==> config.mk <==
export PLATFORM = sky130hd
export DESIGN_NAME = pipeline_hazard_ctrl_flat
export DESIGN_NICKNAME = d
export VERILOG_FILES = /design/src/rtl/rvga_types.sv /design/src/rtl/pipeline_hazard_ctrl_if.sv /design/src/rtl/dff.sv /design/src/rtl/pipeline_hazard_ctrl.sv /design/src/flat_wrapper.sv
export SDC_FILE = /design/constraint.sdc
export NUM_CORES = 1
export LEC_CHECK = 0
export CORE_MARGIN = 4
export CORE_UTILIZATION = 40
export DETAILED_ROUTE_END_ITERATION = 8
export PLACE_DENSITY = 0.7
export SETUP_SLACK_MARGIN = 0.2
export SLEW_MARGIN = 20
export SYNTH_ARGS = -nofsm -noshare
export SYNTH_HDL_FRONTEND = slang
export SYNTH_HIERARCHICAL = 1
export SYNTH_SLANG_ARGS = --single-unit
==> constraint.sdc <==
create_clock -name clk_i -period 1.9 [get_ports clk_i]
set_input_delay 0.38 -clock clk_i [delete_from_list [all_inputs] [get_ports clk_i]]
set_output_delay 0.38 -clock clk_i [all_outputs]
set_load 0.02 [all_outputs]
==> src/rtl/rvga_types.sv <==
// Shared types for the pipeline hazard controller: register address, hazard FSM states,
// and the per-stage shadow entry that mirrors what the datapath holds.
package rvga_types;

    typedef logic [4:0] rvga_reg_addr;

    typedef enum logic [1:0] {
        StRun,
        StLdUse,
        StMemWait
    } hazard_state_e;

    typedef struct packed {
        logic         v;
        rvga_reg_addr rd;
        logic         rd_w_v;
        logic         ld_v;
        logic         mem_v;
    } shadow_entry_t;

    localparam int unsigned ShadowWidth = $bits(shadow_entry_t);

    // True when a source that is actually read names a written, non-x0 destination.
    function automatic logic src_match(input rvga_reg_addr rs, input logic rs_use,
                                       input rvga_reg_addr rd, input logic rd_w_v);
        return rs_use & rd_w_v & (rd != '0) & (rs == rd);
    endfunction

endpackage

==> src/rtl/pipeline_hazard_ctrl_if.sv <==
// Decode/branch/memory inputs and stall/forward outputs of the hazard controller.
interface pipeline_hazard_ctrl_if;
    import rvga_types::*;

    logic         decode_v_i;
    rvga_reg_addr decode_rs1_i;
    rvga_reg_addr decode_rs2_i;
    logic         decode_rs1_use_i;
    logic         decode_rs2_use_i;
    rvga_reg_addr decode_rd_i;
    logic         decode_rd_w_v_i;
    logic         decode_ld_v_i;
    logic         decode_mem_v_i;
    logic         br_taken_i;
    logic         dmem_ready_i;

    logic         front_stall_v_o;
    logic         back_stall_v_o;
    logic         bubble_v_o;
    logic         flush_v_o;
    logic         forward_memory_execute_rs1_v_o;
    logic         forward_memory_execute_rs2_v_o;
    logic         forward_writeback_execute_rs1_v_o;
    logic         forward_writeback_execute_rs2_v_o;

    modport master (
        output decode_v_i, decode_rs1_i, decode_rs2_i, decode_rs1_use_i, decode_rs2_use_i,
               decode_rd_i, decode_rd_w_v_i, decode_ld_v_i, decode_mem_v_i, br_taken_i,
               dmem_ready_i,
        input  front_stall_v_o, back_stall_v_o, bubble_v_o, flush_v_o,
               forward_memory_execute_rs1_v_o, forward_memory_execute_rs2_v_o,
               forward_writeback_execute_rs1_v_o, forward_writeback_execute_rs2_v_o
    );

    modport slave (
        input  decode_v_i, decode_rs1_i, decode_rs2_i, decode_rs1_use_i, decode_rs2_use_i,
               decode_rd_i, decode_rd_w_v_i, decode_ld_v_i, decode_mem_v_i, br_taken_i,
               dmem_ready_i,
        output front_stall_v_o, back_stall_v_o, bubble_v_o, flush_v_o,
               forward_memory_execute_rs1_v_o, forward_memory_execute_rs2_v_o,
               forward_writeback_execute_rs1_v_o, forward_writeback_execute_rs2_v_o
    );

endinterface

==> src/rtl/dff.sv <==
// Enable flop with synchronous active-high clear.
module dff #(
    parameter int unsigned Width = 1
) (
    input  logic             clk_i,
    input  logic             rst_i,
    input  logic             w_v_i,
    input  logic [Width-1:0] data_i,
    output logic [Width-1:0] data_o
);

    logic [Width-1:0] data_q;

    // Clear on reset, otherwise capture only when enabled.
    always_ff @(posedge clk_i) begin
        if (rst_i) begin
            data_q <= '0;
        end else if (w_v_i) begin
            data_q <= data_i;
        end
    end

    assign data_o = data_q;

endmodule

==> src/rtl/pipeline_hazard_ctrl.sv <==
// Hazard controller: tracks ex/mem/wb destinations in shadow entries and produces
// stall, bubble, flush and registered forwarding selects for the execute stage.
module pipeline_hazard_ctrl
    import rvga_types::*;
(
    input logic                 clk_i,
    input logic                 rst_i,
    pipeline_hazard_ctrl_if.slave hz
);

    hazard_state_e state_q, state_d;
    shadow_entry_t ex_d, ex_q, mem_q, wb_q;
    logic [3:0]    fwd_d, fwd_q;
    logic          mem_wait, ld_use;
    logic          front_stall, back_stall, bubble, flush;

    // Hazard detection from shadows and current decode.
    always_comb begin
        mem_wait = mem_q.v & mem_q.mem_v & ~hz.dmem_ready_i;
        // Bubble already inserted while in LdUse, so never stall twice for one load.
        ld_use   = ex_q.v & ex_q.ld_v & hz.decode_v_i & (state_q != StLdUse) &
                   (src_match(hz.decode_rs1_i, hz.decode_rs1_use_i, ex_q.rd, 1'b1) |
                    src_match(hz.decode_rs2_i, hz.decode_rs2_use_i, ex_q.rd, 1'b1));
    end

    // Next state and stall outputs; memory wait beats branch flush beats load-use.
    always_comb begin
        state_d     = StRun;
        front_stall = 1'b0;
        back_stall  = 1'b0;
        bubble      = 1'b0;
        flush       = 1'b0;
        if (!rst_i) begin
            if (mem_wait) begin
                state_d     = StMemWait;
                front_stall = 1'b1;
                back_stall  = 1'b1;
            end else if (hz.br_taken_i) begin
                flush  = 1'b1;
                bubble = 1'b1;
            end else if (ld_use) begin
                state_d     = StLdUse;
                front_stall = 1'b1;
                bubble      = 1'b1;
            end
        end
    end

    // Hazard state register.
    always_ff @(posedge clk_i) begin
        if (rst_i) begin
            state_q <= StRun;
        end else begin
            state_q <= state_d;
        end
    end

    // Execute shadow loads decode, or an empty entry on bubble or invalid decode.
    always_comb begin
        ex_d = '0;
        if (hz.decode_v_i && !bubble) begin
            ex_d.v      = 1'b1;
            ex_d.rd     = hz.decode_rd_i;
            ex_d.rd_w_v = hz.decode_rd_w_v_i;
            ex_d.ld_v   = hz.decode_ld_v_i;
            ex_d.mem_v  = hz.decode_mem_v_i;
        end
    end

    // Forward selects computed against the instructions decode will follow in execute.
    always_comb begin
        fwd_d = '0;
        if (!bubble) begin
            fwd_d[3] = src_match(hz.decode_rs1_i, hz.decode_rs1_use_i, ex_q.rd, ex_q.rd_w_v);
            fwd_d[2] = src_match(hz.decode_rs2_i, hz.decode_rs2_use_i, ex_q.rd, ex_q.rd_w_v);
            fwd_d[1] = src_match(hz.decode_rs1_i, hz.decode_rs1_use_i, mem_q.rd, mem_q.rd_w_v);
            fwd_d[0] = src_match(hz.decode_rs2_i, hz.decode_rs2_use_i, mem_q.rd, mem_q.rd_w_v);
        end
    end

    dff #(.Width(ShadowWidth)) u_ex_dff (
        .clk_i  (clk_i),
        .rst_i  (rst_i),
        .w_v_i  (~back_stall),
        .data_i (ex_d),
        .data_o (ex_q)
    );

    dff #(.Width(ShadowWidth)) u_mem_dff (
        .clk_i  (clk_i),
        .rst_i  (rst_i),
        .w_v_i  (~back_stall),
        .data_i (ex_q),
        .data_o (mem_q)
    );

    dff #(.Width(ShadowWidth)) u_wb_dff (
        .clk_i  (clk_i),
        .rst_i  (rst_i),
        .w_v_i  (~back_stall),
        .data_i (mem_q),
        .data_o (wb_q)
    );

    dff #(.Width(4)) u_fwd_dff (
        .clk_i  (clk_i),
        .rst_i  (rst_i),
        .w_v_i  (~back_stall),
        .data_i (fwd_d),
        .data_o (fwd_q)
    );

    // Writeback entry completes the pipeline picture but feeds no hazard today.
    logic unused_wb;
    assign unused_wb = ^wb_q;

    assign hz.front_stall_v_o                   = front_stall;
    assign hz.back_stall_v_o                    = back_stall;
    assign hz.bubble_v_o                        = bubble;
    assign hz.flush_v_o                         = flush;
    assign hz.forward_memory_execute_rs1_v_o    = fwd_q[3];
    assign hz.forward_memory_execute_rs2_v_o    = fwd_q[2];
    assign hz.forward_writeback_execute_rs1_v_o = fwd_q[1];
    assign hz.forward_writeback_execute_rs2_v_o = fwd_q[0];

endmodule

==> src/flat_wrapper.sv <==
// flat-port wrapper written by rule: the top's interface ports become plain ports
module pipeline_hazard_ctrl_flat import rvga_types::*;
  (clk_i, rst_i, hz_decode_v_i, hz_decode_rs1_i, hz_decode_rs2_i, hz_decode_rs1_use_i, hz_decode_rs2_use_i, hz_decode_rd_i, hz_decode_rd_w_v_i, hz_decode_ld_v_i, hz_decode_mem_v_i, hz_br_taken_i, hz_dmem_ready_i, hz_front_stall_v_o, hz_back_stall_v_o, hz_bubble_v_o, hz_flush_v_o, hz_forward_memory_execute_rs1_v_o, hz_forward_memory_execute_rs2_v_o, hz_forward_writeback_execute_rs1_v_o, hz_forward_writeback_execute_rs2_v_o);
  pipeline_hazard_ctrl_if hz_i ();
  input logic clk_i;
  input logic rst_i;
  input wire logic [$bits(hz_i.decode_v_i)-1:0] hz_decode_v_i;
  input wire logic [$bits(hz_i.decode_rs1_i)-1:0] hz_decode_rs1_i;
  input wire logic [$bits(hz_i.decode_rs2_i)-1:0] hz_decode_rs2_i;
  input wire logic [$bits(hz_i.decode_rs1_use_i)-1:0] hz_decode_rs1_use_i;
  input wire logic [$bits(hz_i.decode_rs2_use_i)-1:0] hz_decode_rs2_use_i;
  input wire logic [$bits(hz_i.decode_rd_i)-1:0] hz_decode_rd_i;
  input wire logic [$bits(hz_i.decode_rd_w_v_i)-1:0] hz_decode_rd_w_v_i;
  input wire logic [$bits(hz_i.decode_ld_v_i)-1:0] hz_decode_ld_v_i;
  input wire logic [$bits(hz_i.decode_mem_v_i)-1:0] hz_decode_mem_v_i;
  input wire logic [$bits(hz_i.br_taken_i)-1:0] hz_br_taken_i;
  input wire logic [$bits(hz_i.dmem_ready_i)-1:0] hz_dmem_ready_i;
  output wire logic [$bits(hz_i.front_stall_v_o)-1:0] hz_front_stall_v_o;
  output wire logic [$bits(hz_i.back_stall_v_o)-1:0] hz_back_stall_v_o;
  output wire logic [$bits(hz_i.bubble_v_o)-1:0] hz_bubble_v_o;
  output wire logic [$bits(hz_i.flush_v_o)-1:0] hz_flush_v_o;
  output wire logic [$bits(hz_i.forward_memory_execute_rs1_v_o)-1:0] hz_forward_memory_execute_rs1_v_o;
  output wire logic [$bits(hz_i.forward_memory_execute_rs2_v_o)-1:0] hz_forward_memory_execute_rs2_v_o;
  output wire logic [$bits(hz_i.forward_writeback_execute_rs1_v_o)-1:0] hz_forward_writeback_execute_rs1_v_o;
  output wire logic [$bits(hz_i.forward_writeback_execute_rs2_v_o)-1:0] hz_forward_writeback_execute_rs2_v_o;
  assign hz_i.decode_v_i = hz_decode_v_i;
  assign hz_i.decode_rs1_i = hz_decode_rs1_i;
  assign hz_i.decode_rs2_i = hz_decode_rs2_i;
  assign hz_i.decode_rs1_use_i = hz_decode_rs1_use_i;
  assign hz_i.decode_rs2_use_i = hz_decode_rs2_use_i;
  assign hz_i.decode_rd_i = hz_decode_rd_i;
  assign hz_i.decode_rd_w_v_i = hz_decode_rd_w_v_i;
  assign hz_i.decode_ld_v_i = hz_decode_ld_v_i;
  assign hz_i.decode_mem_v_i = hz_decode_mem_v_i;
  assign hz_i.br_taken_i = hz_br_taken_i;
  assign hz_i.dmem_ready_i = hz_dmem_ready_i;
  assign hz_front_stall_v_o = hz_i.front_stall_v_o;
  assign hz_back_stall_v_o = hz_i.back_stall_v_o;
  assign hz_bubble_v_o = hz_i.bubble_v_o;
  assign hz_flush_v_o = hz_i.flush_v_o;
  assign hz_forward_memory_execute_rs1_v_o = hz_i.forward_memory_execute_rs1_v_o;
  assign hz_forward_memory_execute_rs2_v_o = hz_i.forward_memory_execute_rs2_v_o;
  assign hz_forward_writeback_execute_rs1_v_o = hz_i.forward_writeback_execute_rs1_v_o;
  assign hz_forward_writeback_execute_rs2_v_o = hz_i.forward_writeback_execute_rs2_v_o;
  pipeline_hazard_ctrl u_core (.clk_i(clk_i), .rst_i(rst_i), .hz(hz_i));
endmodule
==> results.toml <==
[run_status]
outcome = "finished, violations left"
violations = "setup timing"

[global_route]
grt_max_degree = 16
antenna_found_initial = 0
globalRouteMet2Util_pct = 28.90
use_met1_pct = 20.69
grt_pass1_wl_um = 5457
grt_usage_pct = 16.50
grt_use_met3_pct = 3.515
first_global_vias = 1192
gr-max-usage-layer = "met2"
grt-ovfl-total = 0

[detailed_routing]
final_antenna_net_count = 0
dr_total_vias = 1158
drc = 0
first_iter_violations = 45
drt_wl_total_um = 3287
firstDrtPassIters = 4
vias_per_cell = 5.013
routedWlPerCell_um = 14.23

[placed_design]
placed_area_mm2 = 0.001819
gp_congestion = 0.8674
port_buffers = 32
place_ws_ps = -937.9
hpwl_um = 2576
place_inst = 226

[sta]
fin_worst_skew_ps = 19.50
rsz0062_at_grt = "true"
tns_ps = -2774
period_share_pct = 129.9
tightest_slew_ps = 480.0
holdWs_ps = 475.4
worst_slack_ps = -567.8
finalSetupViolations = 13
finalHoldViolCount = 0
fmax_mhz = 405.2
period_needed_ps = 2468
slew_violations = 0
slew_headroom_pct = 67.66

[job]
drv_cap = 0

[worst_setup_path]
critPathTopFamily = "simple AND/OR/NAND/NOR gates"
arrival_ps = 2090
critPathSlowestCell = "or4_4"
reg2reg_from = "u_core/u_ex_dff/data_o[7]$_SDFFE_PP0P_"
critPathBufInv = 2
worstPathRequired_ps = 1520
end_kind = "output pin"
critPathMaxFanout = 3
cpPeakStageDelay_ps = 540
path_cells = "or4_4 > nor2_4 > nor4_2 > buf_4 > o211a_1 > or2_4 > buf_6"
crit_type = "flip-flop to output pin"
crit_path_start_kind = "flip-flop"
setup.worst_path.start = "u_core/u_ex_dff/data_o[7]$_SDFFE_PP0P_"

[pwr]
total_power_mw = 0.9340
leakage_nw = 1.014
powerDensity_mw_per_mm2 = 478.2
vdd_drop_max_v = 0.0002942

[yosys]
synth_area_mm2 = 0.001256
syn-mean-instance-area_um2 = 9.375
yosysWarningCount = 6
synth_cells = 134
synth_nets = 159

[clocking]
clock_path_buffers = 2
htree_levels = 1
clkSinkCount = 23
tritoncts = "yes"
clock_latency_ps = 310
cts_root_buf = "clkbuf_4"
cts_buffers = 3
cts_hold_buffers = 0
clk_pin_slew_ps = 140

[cells_and_area]
antenna_cells = 0
layout-drive-gt1-share_pct = 34.76
post-route-util_pct = 64.50
fillCellCount = 251
multi_input_area_um2 = 865.8
layout.cells.non_filler = 231
finish.net_count = 213
seqCellArea_um2 = 473.0
fin_area_mm2 = 0.001953
area_delta_synth_final_pct = 55.48

[floorplan]
die_y_um = 64.04
io_pins = 33
start_util_pct = 41.49
num_rows = 20
dieArea_mm2 = 0.004101
die_w_um = 64.04
core_area_mm2 = 0.003028

[min_path]
hp-start = "rst_i"
min_path_type = "primary input to flip-flop"
-- worst paths after layout --
| path | to | depth (start not counted) | slack [ps] |
|---|---|---|---|
| min | u_core/u_mem_dff/data_o[8]$_SDFFE_PP0P_ | 3 | 480 |
| min reg2reg | u_core/u_ex_dff/data_o[0]$_SDFFE_PP0P_ | 2 | 520 |
| max | hz_bubble_v_o | 7 | -570 |
| max reg2reg | u_core/u_fwd_dff/data_o[1]$_SDFFE_PP0P_ | 9 | -260 |
-- cell usage in the layout (no fill, tap or decap), drive strengths merged, types with 4 or more instances in the layout --
cell type / instances
dfxtp: 23
xnor2: 8
nor3b: 8
nor4: 6
clkdlybuf4s50: 21
buf: 28
dlymetal6s2s: 5
clkbuf: 4
nor2: 24
xor2: 12
mux2i: 21
-- worst min-delay path, cell delays in order --
cell      delay (ps)
clkbuf_2         170
buf_4            170
nor2_1            40
-- routing by layer --
metal	share of wire, %	vias up
li1	-	574
met1	46	561
met2	50	21
met3	4.2	2
met4	0.18	0
met5	0	-
-- power by group --
group / internal, mW / switching [mW]
Combinational: 0.121 / 0.0808
Sequential: 0.493 / 0.0124
Clock: 0.0786 / 0.148
-- repair_timing --
action	in CTS	in global routing
setup endpoints to repair	15	19
gates resized for setup	36	20
buffers inserted	1	0
pin swaps	6	9
-- state kept, by name (all words and copies together) (netlist names) --
name                     flops
u_core/u_mem_dff/data_o      8
u_core/u_ex_dff/data_o       9
u_core/u_fwd_dff/data_o      4
u_core/state_q               2
-- cell type report --
class | count | area share [%]
multi-input cells | 101 | 44.33
repair buffers | 56 | 26.65
flip-flops and latches | 23 | 24.22
well taps | 44 | 2.819
clock buffers | 3 | 1.153
inverters | 3 | 0.5766
clock inverters | 1 | 0.2562
(Power assumes the default switching activity.)
